**config.mk**
```make
export PLATFORM = sky130hd
export DESIGN_NAME = demux1to16_deserializer_flat
export DESIGN_NICKNAME = d
export VERILOG_FILES = /design/src/rtl/demux1to16_deserializer_pkg.sv /design/src/rtl/demux1to16_deserializer_if.sv /design/src/rtl/demux1to16_deserializer_out_reg.sv /design/src/rtl/demux1to16_deserializer.sv /design/src/flat_wrapper.sv
export SDC_FILE = /design/constraint.sdc
export NUM_CORES = 1
export LEC_CHECK = 0
export CAP_MARGIN = 30
export CORE_MARGIN = 2
export CORE_UTILIZATION = 50
export DETAILED_ROUTE_END_ITERATION = 16
export PLACE_DENSITY = 0.86
export SETUP_SLACK_MARGIN = 0.5
export SLEW_MARGIN = 25
export SYNTH_ARGS = -nofsm -noshare
export SYNTH_HDL_FRONTEND = slang
export SYNTH_HIERARCHICAL = 1
export SYNTH_SLANG_ARGS = --single-unit
```
**constraint.sdc**
```tcl
create_clock -name clk -period 5.4 [get_ports clk]
set_input_delay 1.08 -clock clk [delete_from_list [all_inputs] [get_ports clk]]
set_output_delay 1.08 -clock clk [all_outputs]
set_load 0.05 [all_outputs]
```
**src/rtl/demux1to16_deserializer_pkg.sv**
```systemverilog
// Shared types and default sizing for the 1:16 serial-to-parallel deserializer.
package demux_deser_pkg;

  typedef enum logic {
    IDLE    = 1'b0,
    COLLECT = 1'b1
  } state_t;

  localparam int DEF_WIDTH = 16;
  localparam int DEF_SEL_W = 4;
  localparam int DEF_ERR_W = 8;

  localparam int LAST_SEL = DEF_WIDTH - 1;

  // Index of the final lane for a given word width, sized to the lane index.
  function automatic logic [DEF_SEL_W-1:0] last_sel(input int width);
    return DEF_SEL_W'(width - 1);
  endfunction

endpackage

```
**src/rtl/demux1to16_deserializer_if.sv**
```systemverilog
// Serial-in / word-out bus of the deserializer. master = link + consumer side, slave = the block.
interface demux1to16_deserializer_if
  import demux_deser_pkg::*;
#(
  parameter int WIDTH = DEF_WIDTH,
  parameter int SEL_W = DEF_SEL_W,
  parameter int ERR_W = DEF_ERR_W
);
  logic             din;
  logic             din_valid;
  logic             din_ready;
  logic             frame_start;
  logic [SEL_W-1:0] sel;
  logic [WIDTH-1:0] dout;
  logic             dout_valid;
  logic             dout_ready;
  logic [ERR_W-1:0] frame_err;

  modport master (
    output din, din_valid, frame_start, dout_ready,
    input  din_ready, sel, dout, dout_valid, frame_err
  );

  modport slave (
    input  din, din_valid, frame_start, dout_ready,
    output din_ready, sel, dout, dout_valid, frame_err
  );
endinterface

```
**src/rtl/demux1to16_deserializer_out_reg.sv**
```systemverilog
// Output word register: loads a completed word, holds it until the consumer takes it.
module deser_out_reg #(
  parameter int WIDTH = 16
) (
  input  logic             clk,
  input  logic             rst,
  input  logic             load,
  input  logic [WIDTH-1:0] load_data,
  input  logic             dout_ready,
  output logic [WIDTH-1:0] dout,
  output logic             dout_valid
);

  // A load wins over a same-cycle consume so back-to-back words keep valid high.
  always_ff @(posedge clk or posedge rst) begin
    if (rst) begin
      dout       <= '0;
      dout_valid <= 1'b0;
    end else if (load) begin
      dout       <= load_data;
      dout_valid <= 1'b1;
    end else if (dout_valid && dout_ready) begin
      dout_valid <= 1'b0;
    end
  end

endmodule

```
**src/rtl/demux1to16_deserializer.sv**
```systemverilog
// 1:16 deserializer: steers each accepted serial bit into lane sel, emits full words
// on a valid/ready register, and counts words aborted by an early frame_start.
module demux1to16_deserializer
  import demux_deser_pkg::*;
#(
  parameter int WIDTH = DEF_WIDTH,
  parameter int SEL_W = DEF_SEL_W,
  parameter int ERR_W = DEF_ERR_W
) (
  input  logic clk,
  input  logic rst,
  demux1to16_deserializer_if.slave bus
);

  localparam logic [SEL_W-1:0] LAST = SEL_W'(WIDTH - 1);

  state_t             state_q, state_d;
  logic [SEL_W-1:0]   sel_q;
  logic [WIDTH-1:0]   collect_q, collect_d;
  logic [ERR_W-1:0]   frame_err_q;
  logic [WIDTH-1:0]   dout_w;
  logic               dout_valid_w;

  logic din_ready, accept;
  logic first_lane;  // write lane 0 of a fresh word, sel -> 1
  logic restart;     // early frame_start aborts the partial word
  logic complete;    // last lane accepted, word goes to the output register
  logic wr_lane;     // ordinary write of lane sel

  // State register.
  always_ff @(posedge clk or posedge rst) begin
    if (rst) state_q <= IDLE;
    else     state_q <= state_d;
  end

  // Next state: only the first framed bit leaves IDLE; only reset returns there.
  always_comb begin
    state_d = state_q;
    if (state_q == IDLE && accept && bus.frame_start) state_d = COLLECT;
  end

  // Output/control decode: backpressure only when the last lane would overwrite an unconsumed word.
  always_comb begin
    din_ready  = !(state_q == COLLECT && sel_q == LAST && dout_valid_w && !bus.dout_ready);
    accept     = bus.din_valid && din_ready;
    first_lane = 1'b0;
    restart    = 1'b0;
    complete   = 1'b0;
    wr_lane    = 1'b0;
    case (state_q)
      IDLE:    first_lane = accept && bus.frame_start;
      COLLECT: begin
        if (accept) begin
          if (bus.frame_start && sel_q != '0) begin
            restart    = 1'b1;
            first_lane = 1'b1;
          end else if (sel_q == LAST) begin
            complete = 1'b1;
          end else begin
            wr_lane = 1'b1;
          end
        end
      end
      default: ;
    endcase
  end

  // Per-lane next value. Lanes at or above sel are always zero, so clearing the
  // whole register on a restart is the same as clearing lanes 1..sel-1.
  for (genvar k = 0; k < WIDTH; k++) begin : g_lane
    always_comb begin
      collect_d[k] = collect_q[k];
      if (first_lane)                              collect_d[k] = (k == 0) ? bus.din : 1'b0;
      else if (complete)                           collect_d[k] = 1'b0;
      else if (wr_lane && sel_q == SEL_W'(k))      collect_d[k] = bus.din;
    end
  end

  // Collect register and lane counter.
  always_ff @(posedge clk or posedge rst) begin
    if (rst) begin
      collect_q <= '0;
      sel_q     <= '0;
    end else begin
      collect_q <= collect_d;
      if (first_lane)    sel_q <= SEL_W'(1);
      else if (complete) sel_q <= '0;
      else if (wr_lane)  sel_q <= sel_q + SEL_W'(1);
    end
  end

  // Saturating count of aborted words.
  always_ff @(posedge clk or posedge rst) begin
    if (rst)                            frame_err_q <= '0;
    else if (restart && frame_err_q != '1) frame_err_q <= frame_err_q + ERR_W'(1);
  end

  deser_out_reg #(.WIDTH(WIDTH)) u_out (
    .clk        (clk),
    .rst        (rst),
    .load       (complete),
    .load_data  ({bus.din, collect_q[WIDTH-2:0]}),
    .dout_ready (bus.dout_ready),
    .dout       (dout_w),
    .dout_valid (dout_valid_w)
  );

  assign bus.din_ready  = din_ready;
  assign bus.sel        = sel_q;
  assign bus.dout       = dout_w;
  assign bus.dout_valid = dout_valid_w;
  assign bus.frame_err  = frame_err_q;

endmodule

```
**src/flat_wrapper.sv**
```systemverilog
// flat-port wrapper written by rule: the top's interface ports become plain ports
module demux1to16_deserializer_flat import demux_deser_pkg::*;
#(
  parameter int WIDTH = DEF_WIDTH,
  parameter int SEL_W = DEF_SEL_W,
  parameter int ERR_W = DEF_ERR_W
)
  (clk, rst, bus_din, bus_din_valid, bus_frame_start, bus_dout_ready, bus_din_ready, bus_sel, bus_dout, bus_dout_valid, bus_frame_err);
  demux1to16_deserializer_if #(.WIDTH(WIDTH), .SEL_W(SEL_W), .ERR_W(ERR_W)) bus_i ();
  input  logic clk;
  input  logic rst;
  input wire logic [$bits(bus_i.din)-1:0] bus_din;
  input wire logic [$bits(bus_i.din_valid)-1:0] bus_din_valid;
  input wire logic [$bits(bus_i.frame_start)-1:0] bus_frame_start;
  input wire logic [$bits(bus_i.dout_ready)-1:0] bus_dout_ready;
  output wire logic [$bits(bus_i.din_ready)-1:0] bus_din_ready;
  output wire logic [$bits(bus_i.sel)-1:0] bus_sel;
  output wire logic [$bits(bus_i.dout)-1:0] bus_dout;
  output wire logic [$bits(bus_i.dout_valid)-1:0] bus_dout_valid;
  output wire logic [$bits(bus_i.frame_err)-1:0] bus_frame_err;
  assign bus_i.din = bus_din;
  assign bus_i.din_valid = bus_din_valid;
  assign bus_i.frame_start = bus_frame_start;
  assign bus_i.dout_ready = bus_dout_ready;
  assign bus_din_ready = bus_i.din_ready;
  assign bus_sel = bus_i.sel;
  assign bus_dout = bus_i.dout;
  assign bus_dout_valid = bus_i.dout_valid;
  assign bus_frame_err = bus_i.frame_err;
  demux1to16_deserializer #(.WIDTH(WIDTH), .SEL_W(SEL_W), .ERR_W(ERR_W)) u_core (.clk(clk), .rst(rst), .bus(bus_i));
endmodule
```
; ---- Word-level counts from Yosys, hierarchy flattened
; Index checks and enable logic that the tools add are counted.
[word_totals]
ff_bits = 45
[op_classes]
n_eq_ne = 16
n_addsub = 2
bitwise = 1
reduce_logical = 46
muxes = 62
[op_table]
columns = op, count
row1 = two-way mux 1 bit, 58
row2 = nonzero test 3 bit, 16
row3 = "equality test 4 bit, second input constant", 8
row4 = logical AND 1 bit, 25
row5 = "equality test 4 x 3 -> 1 bit, second input constant", 4
row6 = two-way mux 4 bit, 3
row7 = "adder 8 x 1 -> 8 bit, second input constant", 1
row8 = "equality test 4 x 2 -> 1 bit, second input constant", 2
row9 = "!= test 8 bit, second input constant", 1
row10 = "adder 4 x 1 -> 4 bit, second input constant", 1
row11 = "equality test 4 x 1 -> 1 bit, second input constant", 1
row12 = zero test 4 bit, 1
row13 = nonzero test 4 bit, 1
row14 = zero test 1 bit, 2
row15 = case mux 1 bit (2 select lines), 1
row16 = nonzero test 2 bit, 1
row17 = inverter 1 bit, 1

; ---- Depth between registers and ports, before layout
; Gate-level depths: netlist of the first run.
[logic_depth]
depth_word = 12
depth_mapped = 7
mapped_depth_nobuf = 6

; ---- Cells and area by module
; Netlist of the first run, hierarchy kept.
[modules_own_cells]
columns = mod, area_each_um2, instances, seq_area_each_um2, cells_each
row1 = demux1to16_deserializer, 1547.7, 1, 700.7, 147
row2 = deser_out_reg, 686.9, 1, 425.4, 38

; ---- Least setup slack after synthesis of the first run
; Ideal clock, no wire load.
[synth_timing]
kind = input-to-output
from = input port bus_dout_ready
to = output port bus_din_ready
stages = 3
arrival_time_ns = 1.775
path_buffers = 0
t_required_ns = 4.320
slack_ns = 2.545
path_cell_list = nand4b_1 -> nor2_1 -> inv_1
[synth_between]
elab_chain_cells = 3
[synth_lines]
columns = element, line
row1 = start: declaration, flat_wrapper.sv:15  ; input wire logic [$bits(bus_i.dout_ready)-1:0] bus_dout_ready;
row2 = zero test 1 bit, demux1to16_deserializer.sv:44  ; din_ready = !(state_q == COLLECT && sel_q == LAST && dout_valid_w && !bus.dout_ready);
row3 = logical AND 1 bit, demux1to16_deserializer.sv:44
row4 = zero test 1 bit, demux1to16_deserializer.sv:44
row5 = end: declaration, flat_wrapper.sv:16  ; output wire logic [$bits(bus_i.din_ready)-1:0] bus_din_ready;
; Every way passes these cells.

; ---- Worst setup path after layout of the first run
; Ends and elaborated chain as after synthesis.

==> run_results.csv, run 1 <==
group,metric,value,unit
timing,fmax,0.256,GHz
timing,worst_pin_slew,823,ps
run,maxCapViolations,0,
cts,cts_tree,"built",
grt,grt_use_met2,28.1,%
layout,design_area,0.00269,mm2
layout,area.sequential,0.00113,mm2
grt,grt_pass1_vias,1459,
floorplanning,die_w,70.9,um
hold_path,worst_hold_path_type,"reg -> reg",
synthesis,seq_area_frac_synth,50.4,%
detailed_routing,drc_errors,0,
hold_path,hold_start,"u_core/collect_q[0]",
synthesis,yosys.cell_types.count,42,
timing,rsz0062_at_grt,"false",
grt,grt-ovfl-total,0,
cts,insertion_delay,300,ps
cts,cts_max_path_buffers,2,
power,power_density,393,mW/mm2
detailed_routing,first_iter_violations,114,
synthesis,synthTopCellsByArea,"dfrtp_1 (50%), mux2_4 (6.7%), mux2i_1 (6.7%)",
grt,grt_util_met1,26.0,%
synthesis,ys_async_sr_fraction,100,%
layout,drive_above_1_share,15.8,%
timing,clock_skew,6.18,ps
floorplanning,rows,24,
outcome,outcome,"complete, no violations",
power,power_leakage,1.25,nW
detailed_routing,wl_per_cell,15.7,um
synthesis,syn_inst,185,
setup_path,crit_path_end_kind,"output port",
timing,fin_crit_sh,72.3,%
setup_path,critical_path.startpoint_type,"input port",
synthesis,synth-main-ff-cell,"dfrtp_1",
grt,top_usage_layer,"met2",
setup_path,max_stage_delay,700,ps
power,p_int,0.639,mW
floorplanning,pin_count,36,
power,ir_worst_vdd,306,uV
floorplanning,start_util,51.7,%
synthesis,synth_edf_count,0,
detailed_routing,routed_wl,4280,um
place,gp_congestion,0.848,
hold_path,hold_depth,1,
power,combPwrFrac,37.8,%
detailed_routing,drt-pass1-iter-count,4,
place,place_hpwl,3000,um
grt,grt_usage,18.4,%
layout,n_antenna_cell,0,
setup_path,crit_type,"in -> out",
timing,setup_viol_count_final,0,
power,netSwitchingPower,0.419,mW
setup_path,required,4320,ps
setup_path,path_cells,"clkdlybuf4s50_1 -> nand4b_1 -> nor2_1 -> inv_1 -> clkdlybuf4s50_1",
grt,grt_first_pass_wirelength,7160,um
layout,multi_input_area,0.00102,mm2
cts,hold_buffers,0,
timing,setup-tns-final,0,ps
floorplanning,core,0.00432,mm2
synthesis,netlist.area_leader.share,50.4,%
grt,antenna_found_initial,0,
layout,syn_to_final_growth,20.3,%
detailed_routing,vias_per_cell,5.56,
layout,nets,232,
setup_path,path_buf_inv,3,
timing,hold_violations,0,
layout,final_cells,273,
synthesis,avgSynthCellArea,12.1,um2
layout,nFillCells,348,
cts,cts.clk_slew.worst_paths,70,ps
cts,clock-sinks,45,
floorplanning,die_area,0.00502,mm2
cts,cts_resized,0,
setup_path,cp_top_family,"buffers and inverters",
synthesis,mappedNetlistNets,196,
setup_path,r2r-start,"u_core/bus.sel[0]",
cts,cts_setup_buffers,0,
cts,cts-htree-levels,2,
setup_path,reg2reg_depth,5,
power,pwr-share-clk,19.6,%
place,place_inst,266,
synthesis,synth_area,0.00223,mm2
power,power_frac_seq,42.6,%
grt,grt_max_degree,29,
detailed_routing,antenna_left,0,
timing,slew_headroom,44.9,%
timing,holdWs,485,ps
hold_path,min_to,"u_core/collect_q[0]",
place,dpl-instance-area,0.00260,mm2
setup_path,path_common_cell,"clkdlybuf4s50_1",
timing,drv_slew,0,
power,switching_share,39.6,%
synthesis,ys_ff_latch,45,
detailed_routing,dr_total_vias,1518,
cts,cts-root-buf,"clkbuf_8",
grt,use_met3,4.70,%
setup_path,reg2reg_setup_slack,2810,ps
synthesis,ys_warn_count,6,
place,portBuffers,35,
synthesis,yosysTopAreaCell,"dfrtp_1",
cts,cts_buffers,5,
floorplanning,die_h,70.9,um
setup_path,slowest_stage,"clkdlybuf4s50_1",
setup_path,worstPathArrival,2820,ps
timing,period_minus_slack,3900,ps
setup_path,r2r-end,"u_core/u_out/dout[13]",
setup_path,crit_fanout,4,
==> synthesized netlist by cell type (all sizes together), types with 2 or more instances <==
cell    count
mux2i      15
nor3b      10
nor2b       2
nand2b      2
nand2       8
nor3        3
a21o        2
o21ai       2
dfrtp      45
nand4       4
mux2       18
inv         7
nor4        3
nand4b      3
nor2       20
xor2        7
a221oi      2
nand3       7
buf         7
ha          5
==> metrics by stage <==
step	total power, mW	utilization [%]	setup WS, ps
2_1_floorplan	0.736	-	2540
4_1_cts	1.06	62.2	1510
3_3_place_gp	0.841	59.9	1550
6_report	1.06	62.2	1500
3_5_place_dp	0.854	60.2	1520
5_1_grt	1.11	62.2	1440
==> worst max path at each step <==
stage / startpoint / to / slack, ps / depth (start not counted)
6_report: bus_dout_ready / bus_din_ready / 1500 / 5
5_1_grt: bus_dout_ready / bus_din_ready / 1440 / 5
3_3_place_gp: bus_dout_ready / bus_din_ready / 1550 / 5
3_5_place_dp: bus_dout_ready / bus_din_ready / 1520 / 5
2_1_floorplan: bus_dout_ready / bus_din_ready / 2540 / 3
4_1_cts: bus_dout_ready / bus_din_ready / 1510 / 5
==> kinds of logic after synthesis <==
| logic type | share of synthesized area [%] |
|---|---|
| simple gates | 17.5 |
| flops | 50.4 |
| mux | 17.5 |
| buf+inv | 4.37 |
| compound gates | 4.31 |
| xor+xnor | 3.14 |
| fa+ha+maj | 2.80 |
==> area by class of cell <==
class / instances / area share [%]
Multi-Input combinational cell: 125 / 37.8
Timing Repair Buffer: 37 / 13.7
Clock buffer: 7 / 3.21
Sequential cell: 45 / 41.9
Inverter: 7 / 0.977
Tap cell: 52 / 2.42
==> layout by cell type (no fill, tap or decap), drive strengths merged, types with 3 or more instances in the layout <==
cell type / instances
mux2: 18
nor3b: 10
nor3: 3
xor2: 7
inv: 7
nand3: 7
nand2: 8
clkdlybuf4s50: 35
clkbuf: 7
nor4: 3
dfrtp: 45
mux2i: 15
nor2: 20
ha: 5
nand4b: 3
nand4: 4
==> sequential cells by signal (all words and copies together) (netlist names) <==
register and flops:
u_core/bus.frame_err 8, u_core/bus.sel 4, u_core/collect_q 15, u_core/state_q 1
u_core/u_out/dout 16, u_core/u_out/dout_valid 1
==> layer usage <==
layer / wire, um / up-vias
li1: - / 720
met1: 2070 / 746
met4: 54 / 0
met3: 196 / 7
met5: 0 / -
met2: 1960 / 45
==> power groups by stage <==
stage | registers, mW | clock network [mW] | logic, mW
4_1_cts | 0.450 | 0.213 | 0.400
3_5_place_dp | 0.456 | 0 | 0.399
5_1_grt | 0.460 | 0.224 | 0.428
6_report | 0.450 | 0.207 | 0.400
3_3_place_gp | 0.453 | 0 | 0.388
2_1_floorplan | 0.548 | 0 | 0.188
No activity file was read; power rests on OpenSTA's default activity.
==> run 2, diff against run 1 <==
--- a/config.mk
+++ b/config.mk
@@ -7,9 +7,9 @@
 export LEC_CHECK = 0
 export CAP_MARGIN = 30
 export CORE_MARGIN = 2
-export CORE_UTILIZATION = 50
+export CORE_UTILIZATION = 48
 export DETAILED_ROUTE_END_ITERATION = 16
-export PLACE_DENSITY = 0.86
+export PLACE_DENSITY = 0.87
 export SETUP_SLACK_MARGIN = 0.5
 export SLEW_MARGIN = 25
 export SYNTH_ARGS = -nofsm -noshare
==> constraint.sdc (replaced) <==
create_clock -name clk -period 3.2 [get_ports clk]
set_input_delay 0.64 -clock clk [delete_from_list [all_inputs] [get_ports clk]]
set_output_delay 0.64 -clock clk [all_outputs]
set_load 0.05 [all_outputs]
==> run 2 against run 1 <==
  * Worst hold slack better by 14 ps
  * Largest power group unchanged
  * Routed wire length rose by 2.5%
  * Cell count rose by 1.1%
  * Setup slack lost 790 ps
  * Sequential power rose by 69%
  * Clock power grew 76%
  * Global-route usage fell by 0.17 points
  * Core utilization fell by 0.84 points
  * Combinational power increased by 70%
  * Total power increased by 71%
  * Die area increased by 3.9%
==> run_results.csv, run 2 (synthesized netlist as in run 1, its figures left out) <==
group,metric,value,unit
timing,setup-tns-final,0,ps
layout,top_register,"u_core/u_out/dout",
cts,cts_max_path_buffers,2,
setup_path,r2r-start,"u_core/bus.sel[0]",
power,p_int,1.08,mW
timing,rsz0062_at_grt,"false",
cts,clock-sinks,45,
layout,syn_to_final_growth,21.2,%
floorplanning,die_w,72.2,um
layout,largest_reg_flops,16,
layout,final_common_cell,"dfrtp_1",
cts,cts-root-buf,"clkbuf_8",
power,power_density,667,mW/mm2
timing,clock_skew,9.28,ps
detailed_routing,first_iter_violations,100,
setup_path,critical_path.startpoint_type,"input port",
timing,slew_headroom,54.9,%
floorplanning,rows,24,
grt,grt_max_degree,29,
floorplanning,start_util,50.6,%
power,switching_share,40.2,%
power,combPwrFrac,37.7,%
place,gp_congestion,0.849,
detailed_routing,drt-pass1-iter-count,4,
setup_path,worstSetupEndpoint,"bus_din_ready",
timing,fmax,0.400,GHz
place,place_hpwl,3010,um
detailed_routing,routed_wl,4390,um
setup_path,crit_fanout,4,
place,portBuffers,35,
timing,fin_crit_sh,78.1,%
floorplanning,core,0.00441,mm2
grt,antenna_found_initial,0,
layout,drive_above_1_share,17.4,%
place,place_inst,267,
setup_path,r2r-end,"u_core/bus.frame_err[1]",
cts,insertion_delay,300,ps
detailed_routing,vias_per_cell,5.51,
cts,cts_tree,"built",
layout,nets,234,
cts,hold_buffers,0,
power,pwr-share-clk,20.2,%
timing,period_minus_slack,2500,ps
run,maxCapViolations,0,
setup_path,reg2reg_setup_slack,1130,ps
cts,cts_resized,0,
layout,n_antenna_cell,0,
setup_path,worstPathArrival,1860,ps
detailed_routing,antenna_left,0,
power,power_frac_seq,42.1,%
detailed_routing,dr_total_vias,1522,
floorplanning,die_h,72.2,um
floorplanning,pin_count,36,
setup_path,crit_path_end_kind,"output port",
grt,grt_pass1_vias,1510,
grt,grt_first_pass_wirelength,7250,um
timing,holdWs,500,ps
cts,cts-htree-levels,2,
detailed_routing,wl_per_cell,15.9,um
layout,final_util,61.3,%
cts,cts_buffers,5,
setup_path,required,2560,ps
cts,cts.clk_slew.worst_paths,90,ps
floorplanning,die_area,0.00522,mm2
power,ir_worst_vdd,479,uV
hold_path,worst_hold_path_type,"reg -> reg",
layout,final_cells,276,
setup_path,startpoint,"bus_dout_ready",
setup_path,reg2reg_depth,6,
power,netSwitchingPower,0.726,mW
setup_path,crit_type,"in -> out",
grt,grt_usage,18.2,%
timing,worst_pin_slew,675,ps
timing,setup_viol_count_final,0,
timing,hold_violations,0,
power,power_leakage,1.26,nW
detailed_routing,drc_errors,0,
outcome,outcome,"complete, no violations",
layout,final_cell_mix,"dfrtp_1 (45), clkdlybuf4s50_1 (34), nor2_1 (19), mux2i_1 (15), mux2_4 (10)",
timing,drv_slew,0,
grt,grt-ovfl-total,0,
cts,cts_setup_buffers,0,
-- run 2: cell types whose count changed in the layout (fill, tap and decap cells not counted), sizes merged --
| cell | delta |
|---|---|
| buf | +3 |
| clkbuf | -1 |
| clkdlybuf4s50 | -1 |
| clkinv | +2 |
-- run 2: worst min path at each step --
stage,to,slack [ps],start,depth (start not counted)
2_1_floorplan,u_core/collect_q[0],450,u_core/collect_q[0],1
3_5_place_dp,u_core/bus.frame_err[6],490,u_core/bus.frame_err[6],1
3_3_place_gp,u_core/collect_q[0],470,u_core/collect_q[0],1
5_1_grt,u_core/bus.frame_err[6],520,u_core/bus.frame_err[6],1
4_1_cts,u_core/bus.frame_err[6],500,u_core/bus.frame_err[6],1
6_report,u_core/bus.frame_err[6],500,u_core/bus.frame_err[6],1
-- run 2: worst max-delay path: stages --
cell and delay, ps:
clkdlybuf4s50_1 410, nand4b_1 230, nor2_1 310, inv_1 70, buf_4 190
-- run 2: power groups by stage --
stage | registers, mW | clock network (mW) | logic [mW]
after detailed placement | 0.770 | 0 | 0.668
after global routing | 0.779 | 0.401 | 0.722
after floorplan | 0.924 | 0 | 0.318
after global placement | 0.767 | 0 | 0.654
final | 0.761 | 0.365 | 0.681
after CTS | 0.761 | 0.381 | 0.670
-- run 2: stage by stage --
stage	total power, mW	area, um2	setup slack (ps)
after global placement	1.42	2600	487
after floorplan	1.24	2230	951
after CTS	1.81	2700	702
after global routing	1.90	2710	534
after detailed placement	1.44	2600	410
final	1.81	2710	702
-- run 2: per-layer routing --
layer  GRT usage (%)  part of all wire, %  vias up
li1                -                    -      732
met1            24.6                   47      753
met2            28.3                   47       32
met3            4.17                  3.8        5
met4            7.76                  1.7        0
met5               0                    0        -
-- run 2: final cells by class --
type	instances	area (um2)
Clock inverter	2	13.8
Multi-Input combinational cell	125	1020
Fill cell	360	1710
Clock buffer	6	82.6
Inverter	7	26.3
Tap cell	52	65.1
Sequential cell	45	1130
Timing Repair Buffer	39	378
==> run 3, diff against run 2 <==
==> constraint.sdc (replaced) <==
create_clock -name clk -period 2 [get_ports clk]
set_input_delay 0.4 -clock clk [delete_from_list [all_inputs] [get_ports clk]]
set_output_delay 0.4 -clock clk [all_outputs]
set_load 0.05 [all_outputs]
==> run 3 against run 2 <==
  * Sequential share of layout area decreased by 8.9 points
  * Critical path depth rose by 2
  * Sequential power grew 62%
  * Routed wire length is 57% higher
  * Worst hold slack lost 120 ps
  * Cell count increased by 15%
  * Core utilization increased by 17 points
  * Critical path type is now reg -> reg
  * Largest cell class is now multi-input gates
==> run_results.csv, run 3 (synthesized netlist as in run 1, its figures left out) <==
group,metric,value,unit
outcome,outcome,"complete, no violations",
timing,fmax,0.548,GHz
cts,cts_tree,"built",
detailed_routing,wl_per_cell,21.7,um
grt,grt_pass1_vias,1999,
layout,drive_above_1_share,58.3,%
cts,cts-htree-levels,2,
place,place_hpwl,3380,um
power,power_density,1050,mW/mm2
setup_path,reg2reg_setup_slack,180,ps
grt,grt_first_pass_wirelength,10700,um
grt,grt_max_degree,29,
floorplanning,die_w,72.2,um
timing,clock_skew,13.3,ps
layout,top_register,"u_core/u_out/dout",
timing,hold_violations,0,
timing,period_minus_slack,1820,ps
place,dpl-instance-area,0.00277,mm2
layout,final_cell_mix,"dfrtp_1 (36), buf_4 (28), clkdlybuf4s15_2 (17), mux2_4 (17), buf_6 (14)",
detailed_routing,antenna_left,0,
floorplanning,rows,24,
power,ir_worst_vdd,1150,uV
timing,rsz0062_at_grt,"true",
layout,final_common_cell,"dfrtp_1",
grt,grt-ovfl-total,0,
setup_path,critical_path.startpoint_type,"flop",
power,power_leakage,1.56,nW
power,p_int,2.16,mW
detailed_routing,drt-pass1-iter-count,5,
layout,final_cells,318,
setup_path,crit_path_end_kind,"flop",
setup_path,required,2210,ps
setup_path,slowest_stage,"dfrtp_2",
cts,cts-root-buf,"clkbuf_8",
grt,antenna_found_initial,0,
grt,use_met3,5.97,%
timing,slew_headroom,74.3,%
setup_path,crit_fanout,4,
floorplanning,start_util,50.6,%
hold_path,worst_hold_path_type,"in -> async",
cts,insertion_delay,310,ps
detailed_routing,first_iter_violations,200,
power,combPwrFrac,46.5,%
power,netSwitchingPower,1.49,mW
layout,nets,276,
timing,holdWs,376,ps
timing,worst_pin_slew,385,ps
setup_path,r2r-start,"u_core/bus.sel[0]",
place,place_inst,281,
setup_path,max_stage_delay,470,ps
grt,grt_util_met1,35.9,%
place,gp_congestion,0.851,
cts,cts.clk_slew.worst_paths,90,ps
power,power_frac_seq,33.7,%
layout,largest_reg_flops,16,
grt,top_usage_layer,"met2",
grt,grt_usage,27.7,%
cts,clock-sinks,45,
power,pwr-share-clk,19.8,%
setup_path,reg2reg_depth,7,
run,maxCapViolations,0,
cts,cts_buffers,5,
place,portBuffers,35,
timing,fin_crit_sh,91.2,%
cts,hold_buffers,0,
timing,setup_viol_count_final,0,
layout,n_antenna_cell,0,
floorplanning,core,0.00441,mm2
timing,drv_slew,0,
floorplanning,die_area,0.00522,mm2
grt,grt_use_met2,44.4,%
power,switching_share,40.8,%
timing,setup-tns-final,0,ps
detailed_routing,vias_per_cell,5.99,
setup_path,path_cells,"inv_2 -> ha_4 -> or3b_4 -> o211ai_4 -> buf_6 -> nor4_4 -> xor2_1",
setup_path,r2r-end,"u_core/bus.frame_err[7]",
layout,design_area,0.00348,mm2
detailed_routing,routed_wl,6910,um
detailed_routing,drc_errors,0,
setup_path,worstPathArrival,2040,ps
floorplanning,die_h,72.2,um
layout,syn_to_final_growth,55.7,%
cts,cts_max_path_buffers,2,
floorplanning,pin_count,36,
detailed_routing,dr_total_vias,1906,
setup_path,crit_type,"reg -> reg",
## run 3: what timing repair did
action / CTS / global route
endpoints found under the setup margin: 69 / 54
pin swaps: 23 / 10
buffers inserted: 21 / 5
gates cloned: 2 / 1
resized for setup: 139 / 30
## run 3: area by class of cell
class	instances	area [um2]
timing repair buffer	81	823
tap	52	65.1
clock inverter	1	30.0
multi-input combinational	125	1310
fill	218	936
sequential	45	1140
inverter	7	26.3
clock buffer	7	86.3
## run 3: worst max-delay path by stage
| stage | from | cells past startpoint | endpoint | slack, ps |
|---|---|---|---|---|
| after floorplan | u_core/bus.sel[1] | 6 | u_core/bus.frame_err[1] | 180 |
| after global placement | bus_frame_start | 6 | u_core/collect_q[0] | -40 |
| after detailed placement | bus_frame_start | 6 | u_core/bus.frame_err[7] | -100 |
| after CTS | u_core/bus.sel[0] | 5 | u_core/collect_q[0] | 290 |
| after global routing | u_core/bus.sel[1] | 7 | u_core/bus.frame_err[7] | 130 |
| final | u_core/bus.sel[0] | 7 | u_core/bus.frame_err[7] | 180 |
## run 3: per-stage QoR
stage               setup slack, ps  power, mW  utilization (%)
floorplan                       183       2.08                -
global placement              -44.1       2.39             62.7
detailed placement            -99.3       2.43             62.7
CTS                             285       3.38             75.6
global route                    134       3.78             78.8
finish                          177       3.64             78.8
## run 3: layer usage
layer / wire length [um] / share of wire [%] / vias to the layer above
li1: - / - / 816
met1: 2850 / 41 / 968
met2: 3380 / 49 / 98
met3: 432 / 6.3 / 24
met4: 242 / 3.5 / 0
met5: 0 / 0 / -
## run 3: power by group through the flow
stage                     clock network [mW]  registers [mW]  logic (mW)
after CTS                              0.733            1.20        1.45
final                                  0.721            1.23        1.69
after global routing                   0.776            1.24        1.76
after floorplan                            0            1.50       0.573
after global placement                     0            1.26        1.13
after detailed placement                   0            1.27        1.17
## run 3: critical path: cells and delay by family (launching register included)
family / cells / cell delay (ps)
AO/OA/AOI/OAI: 1 / 150
XOR/XNOR: 1 / 230
adder cells (fa/ha/maj): 1 / 150
buffers and inverters: 2 / 270
flip-flops: 1 / 470
AND/OR/NAND/NOR: 2 / 450
